===== src/rtl/block_unbatcher.sv =====
`timescale 1ns/1ps
// Serialises one 8*BLOCK_BYTES-bit block onto an 8-bit stream, MSB byte first.
// Latency: first byte valid 1 cycle after acceptance; BLOCK_BYTES+1 cycles per block at full rate.
// Backpressure: tx_ready low holds tx_data/tx_valid; blk_ready stays low for the whole SEND phase.
module block_unbatcher #(
    parameter int BLOCK_BYTES = 16,
    parameter int CNT_W       = 16
) (
    input  logic                     clk,
    input  logic                     reset,
    input  logic [8*BLOCK_BYTES-1:0] blk_data,
    input  logic                     blk_valid,
    output logic                     blk_ready,
    output logic [7:0]               tx_data,
    output logic                     tx_valid,
    input  logic                     tx_ready,
    output logic                     busy,
    output logic [CNT_W-1:0]         blk_count
);
    localparam int BLK_W = 8 * BLOCK_BYTES;
    localparam int IDX_W = (BLOCK_BYTES > 1) ? $clog2(BLOCK_BYTES) : 1;
    localparam logic [IDX_W-1:0] LAST_IDX = IDX_W'(BLOCK_BYTES - 1);

    typedef enum logic {IDLE, SEND} state_t;

    state_t           state;
    logic [BLK_W-1:0] shift_reg;
    logic [IDX_W-1:0] byte_idx;

    // Ready is gated by reset so the AES side sees it low for the whole reset window.
    assign blk_ready = reset && (state == IDLE);
    assign tx_data   = shift_reg[BLK_W-1 -: 8];

    always_ff @(posedge clk or negedge reset) begin
        if (!reset) begin
            state     <= IDLE;
            shift_reg <= '0;
            byte_idx  <= '0;
            tx_valid  <= 1'b0;
            busy      <= 1'b0;
            blk_count <= '0;
        end else begin
            case (state)
                IDLE: begin
                    if (blk_valid && blk_ready) begin
                        shift_reg <= blk_data;
                        byte_idx  <= '0;
                        tx_valid  <= 1'b1;
                        busy      <= 1'b1;
                        state     <= SEND;
                    end
                end
                SEND: begin
                    if (tx_ready) begin
                        // Shifting on the last byte too leaves the register cleared in IDLE.
                        shift_reg <= shift_reg << 8;
                        if (byte_idx == LAST_IDX) begin
                            byte_idx  <= '0;
                            tx_valid  <= 1'b0;
                            busy      <= 1'b0;
                            blk_count <= blk_count + CNT_W'(1);
                            state     <= IDLE;
                        end else begin
                            byte_idx <= byte_idx + IDX_W'(1);
                        end
                    end
                end
                default: state <= IDLE;
            endcase
        end
    end
endmodule


===== config.mk =====
export PLATFORM = sky130hd
export DESIGN_NAME = block_unbatcher
export DESIGN_NICKNAME = d
export VERILOG_FILES = /design/src/rtl/block_unbatcher.sv
export SDC_FILE = /design/constraint.sdc
export NUM_CORES = 1
export LEC_CHECK = 0
export ABC_AREA = 1
export BUFFER_PORTS_ARGS = -buffer_cell sky130_fd_sc_hd__buf_2
export CAP_MARGIN = 40
export CORE_MARGIN = 2
export CORE_UTILIZATION = 50
export CTS_CLUSTER_DIAMETER = 120
export CTS_CLUSTER_SIZE = 30
export DETAILED_ROUTE_END_ITERATION = 10
export PLACE_DENSITY = 0.75
export SYNTH_ARGS = -nofsm -noshare
export SYNTH_HDL_FRONTEND = slang
export SYNTH_SLANG_ARGS = --single-unit

===== constraint.sdc =====
create_clock -name clk -period 1.9 [get_ports clk]
set_clock_uncertainty 0.2 [all_clocks]
set_input_delay 0.38 -clock clk [delete_from_list [all_inputs] [get_ports clk]]
set_output_delay 0.38 -clock clk [all_outputs]
set_load 0.005 [all_outputs]

==> run_results.csv <==
group,metric,value,unit
worst_setup_path,worst_setup_path_end_kind,"output pin",
global_route,antenna_found_initial,1,
global_route,grt_pass1_wl,26280,um
final_layout,fillers,1218,
timing,setup-tns-final,0,ps
global_route,grt_max_degree,151,
placed_design,portBuffers,158,
routing,vias,6075,
routing,routed_wl,16350,um
global_route,grt_pass1_vias,5611,
min_path,holdPathEnd,"shift_reg[1]",
outcome,status,"completed",
timing,fmax,541.0,MHz
placed_design,dp_hpwl,10880,um
worst_setup_path,critPathKind,"flip-flop to output pin",
logic_synthesis,synth_edf_count,0,
timing,finalHoldViolations,0,
worst_setup_path,r2r-start,"state",
final_layout,fin_nets,1106,
clock_tree,clkTransAtPathRegs,60,ps
worst_setup_path,required,1320,ps
worst_setup_path,timing.rr.end,"shift_reg[92]",
clock_tree,cts_buffers,17,
timing,layout_setup_ws,51.57,ps
die,initial_core_util,50.62,%
timing,timing.final.crit_share,97.29,%
final_layout,regArea,3757,um^2
final_layout,areaGrowthSynthToFinish,22.65,%
logic_synthesis,synth_cell_types,25,
worst_setup_path,cp-start-kind,"flip-flop",
clock_tree,clockBufferDepth,2,
clock_tree,root_buffer,"clkbuf_16",
power,p_leak,4.111,nW
logic_synthesis,yosys_warnings,0,
die,dieArea,14850,um^2
worst_setup_path,reg2reg_depth,5,
timing,rsz0062_at_grt,"yes",
final_layout,drive_above_1_share,22.10,%
power,power,11.41,mW
power,p_per_area,1340,nW/um^2
logic_synthesis,netlist_instances,829,
logic_synthesis,synthArstFlopShare,100.0,%
die,die_w,121.9,um
timing,worst_slew_pin_slew,849.5,ps
placed_design,globalplace.congestion,0.8493,
power,worst_ir_drop_vdd,0.6566,mV
logic_synthesis,synth_seq_area_share,54.05,%
logic_synthesis,syn_area_per_cell,8.377,um^2
timing,relSlewSlack,43.37,%
run,maxCapViolations,0,
placed_design,place_ws,35.30,ps
clock_tree,cts_sinks,150,
routing,wl_per_cell,14.06,um
routing,drt-vias-per-instance,5.224,
die,core,13720,um^2
timing,report.final.slew_viol_count,0,
die,rows,43,
die,die-height,121.9,um
worst_setup_path,cp.arrival,1270,ps
timing,min_period,1848,ps
routing,firstDrtPassIters,5,
die,io_pins,159,
clock_tree,clk_latency,420,ps
timing,setup_viol,0,
global_route,grtUsageTotal,22.88,%
logic_synthesis,synth_fp_nets,963,
routing,ant_nets,0,
worst_setup_path,r2r_setup_slack,90,ps
min_path,hold_depth,3,
logic_synthesis,netlist_area,6944,um^2
final_layout,multiInputGateArea,2758,um^2
placed_design,placedInstanceArea,7796,um^2
logic_synthesis,ys_ff_latch,150,
min_path,hp-class,"input port to flip-flop",
placed_design,dp_cells,1123,
routing,first_iter_violations,493,
final_layout,layoutNonFillerInstCount,1163,
logic_synthesis,ys.flop_type,"dfrtp_1",
global_route,grt_overflow_total,0,
clock_tree,h-tree-depth,4,
min_path,min_from,"blk_data[1]",
worst_setup_path,cp_max_fo,10,
final_layout,fin_area,8517,um^2
timing,whs,8.183,ps
clock_tree,tritoncts,"done",
final_layout,finish.utilization,62.08,%
final_layout,largest_reg_flops,128,
routing,drc_errors,0,
[cells in the final DEF (no fill, tap or decap), types with 2 or more instances in the layout]
master and count:
nand2_4 3, xor2_1 7, nor2_2 2, o21ai_1 2, nand3b_1 2, nand2_1 299, ha_1 2, clkbuf_16 17
buf_12 5, buf_6 3, dlygate4sd3_1 7, inv_1 10, a21oi_1 4, clkbuf_8 4, a31oi_1 120, xnor2_1 4
buf_2 157, nand3_1 17, nand4_1 2, clkbuf_1 5, dfrtp_1 149, buf_16 2, nor2_4 2, bufinv_16 2
buf_4 13, nor2_1 133
[metal layers]
metal | track usage [%] | vias up | routed length, um
met2 | 36.35 | 178 | 7872
met3 | 6.039 | 22 | 912
met4 | 7.615 | 0 | 259
li1 | - | 3002 | -
met1 | 30.70 | 2873 | 7309
met5 | 0 | - | 0
[report_power, final]
group          internal [mW]  total (mW)  switching, mW  leakage, nW
sequential              4.43        5.13          0.703         1.66
combinational           1.36        3.02           1.65         2.17
clock                   2.05        3.27           1.21        0.273
[worst max path at each step]
stage          slack, ps  startpoint              to
6_report              50       state       blk_ready
5_1_grt               -5       state   shift_reg[83]
4_1_cts              0.7       state   shift_reg[29]
3_5_place_dp          40       state   shift_reg[29]
3_3_place_gp          90       reset    shift_reg[9]
2_1_floorplan        280   blk_valid  shift_reg[100]
[synth_stat cells (2+ instances only)]
cell type	instances	area (um^2)
nor2_1	136	510.5
clkbuf_1	24	90.09
nand2_2	3	18.77
xor2_1	7	61.31
ha_1	2	25.02
nand2_1	299	1122
a21oi_1	4	20.02
nand3b_1	2	15.01
buf_4	14	105.1
nand3_1	17	85.08
buf_2	9	45.04
buf_6	17	191.4
dfrtp_1	150	3754
xnor2_1	4	35.03
nand4_1	2	12.51
inv_1	10	37.54
a31oi_1	120	750.7
o21ai_1	2	10.01
[cells by family after synthesis]
family          Yosys count  share of synthesized area [%]
simple gates            462                          25.93
flops                   150                          54.05
compound gates          127                          11.35
buf+inv                  77                          6.919
xor+xnor                 11                          1.387
fa+ha+maj                 2                         0.3603
[worst max-delay path, cell delays in order, from the launching register on]
cell and delay, ps:
dfrtp_4 500, nor2_8 190, buf_2 150
[cell type report]
cell class / instances / share of cell area [%]
clock inverter: 3 / 0.7933
inverter: 12 / 0.5876
tap: 180 / 2.644
sequential: 150 / 44.12
multi-input combinational: 603 / 32.38
clock buffer: 26 / 5.862
antenna: 1 / 0.02938
timing repair buffer: 188 / 13.59
[what timing repair did]
action	4_1_cts	5_1_grt
endpoints found under the setup margin	1	66
endpoints found under the hold margin	156	0
buffers inserted	1	2
resized for setup	0	13
pin swaps	0	3
gates cloned	0	1
hold buffers	7	0
Note: power is estimated with default switching activity, not from simulation.
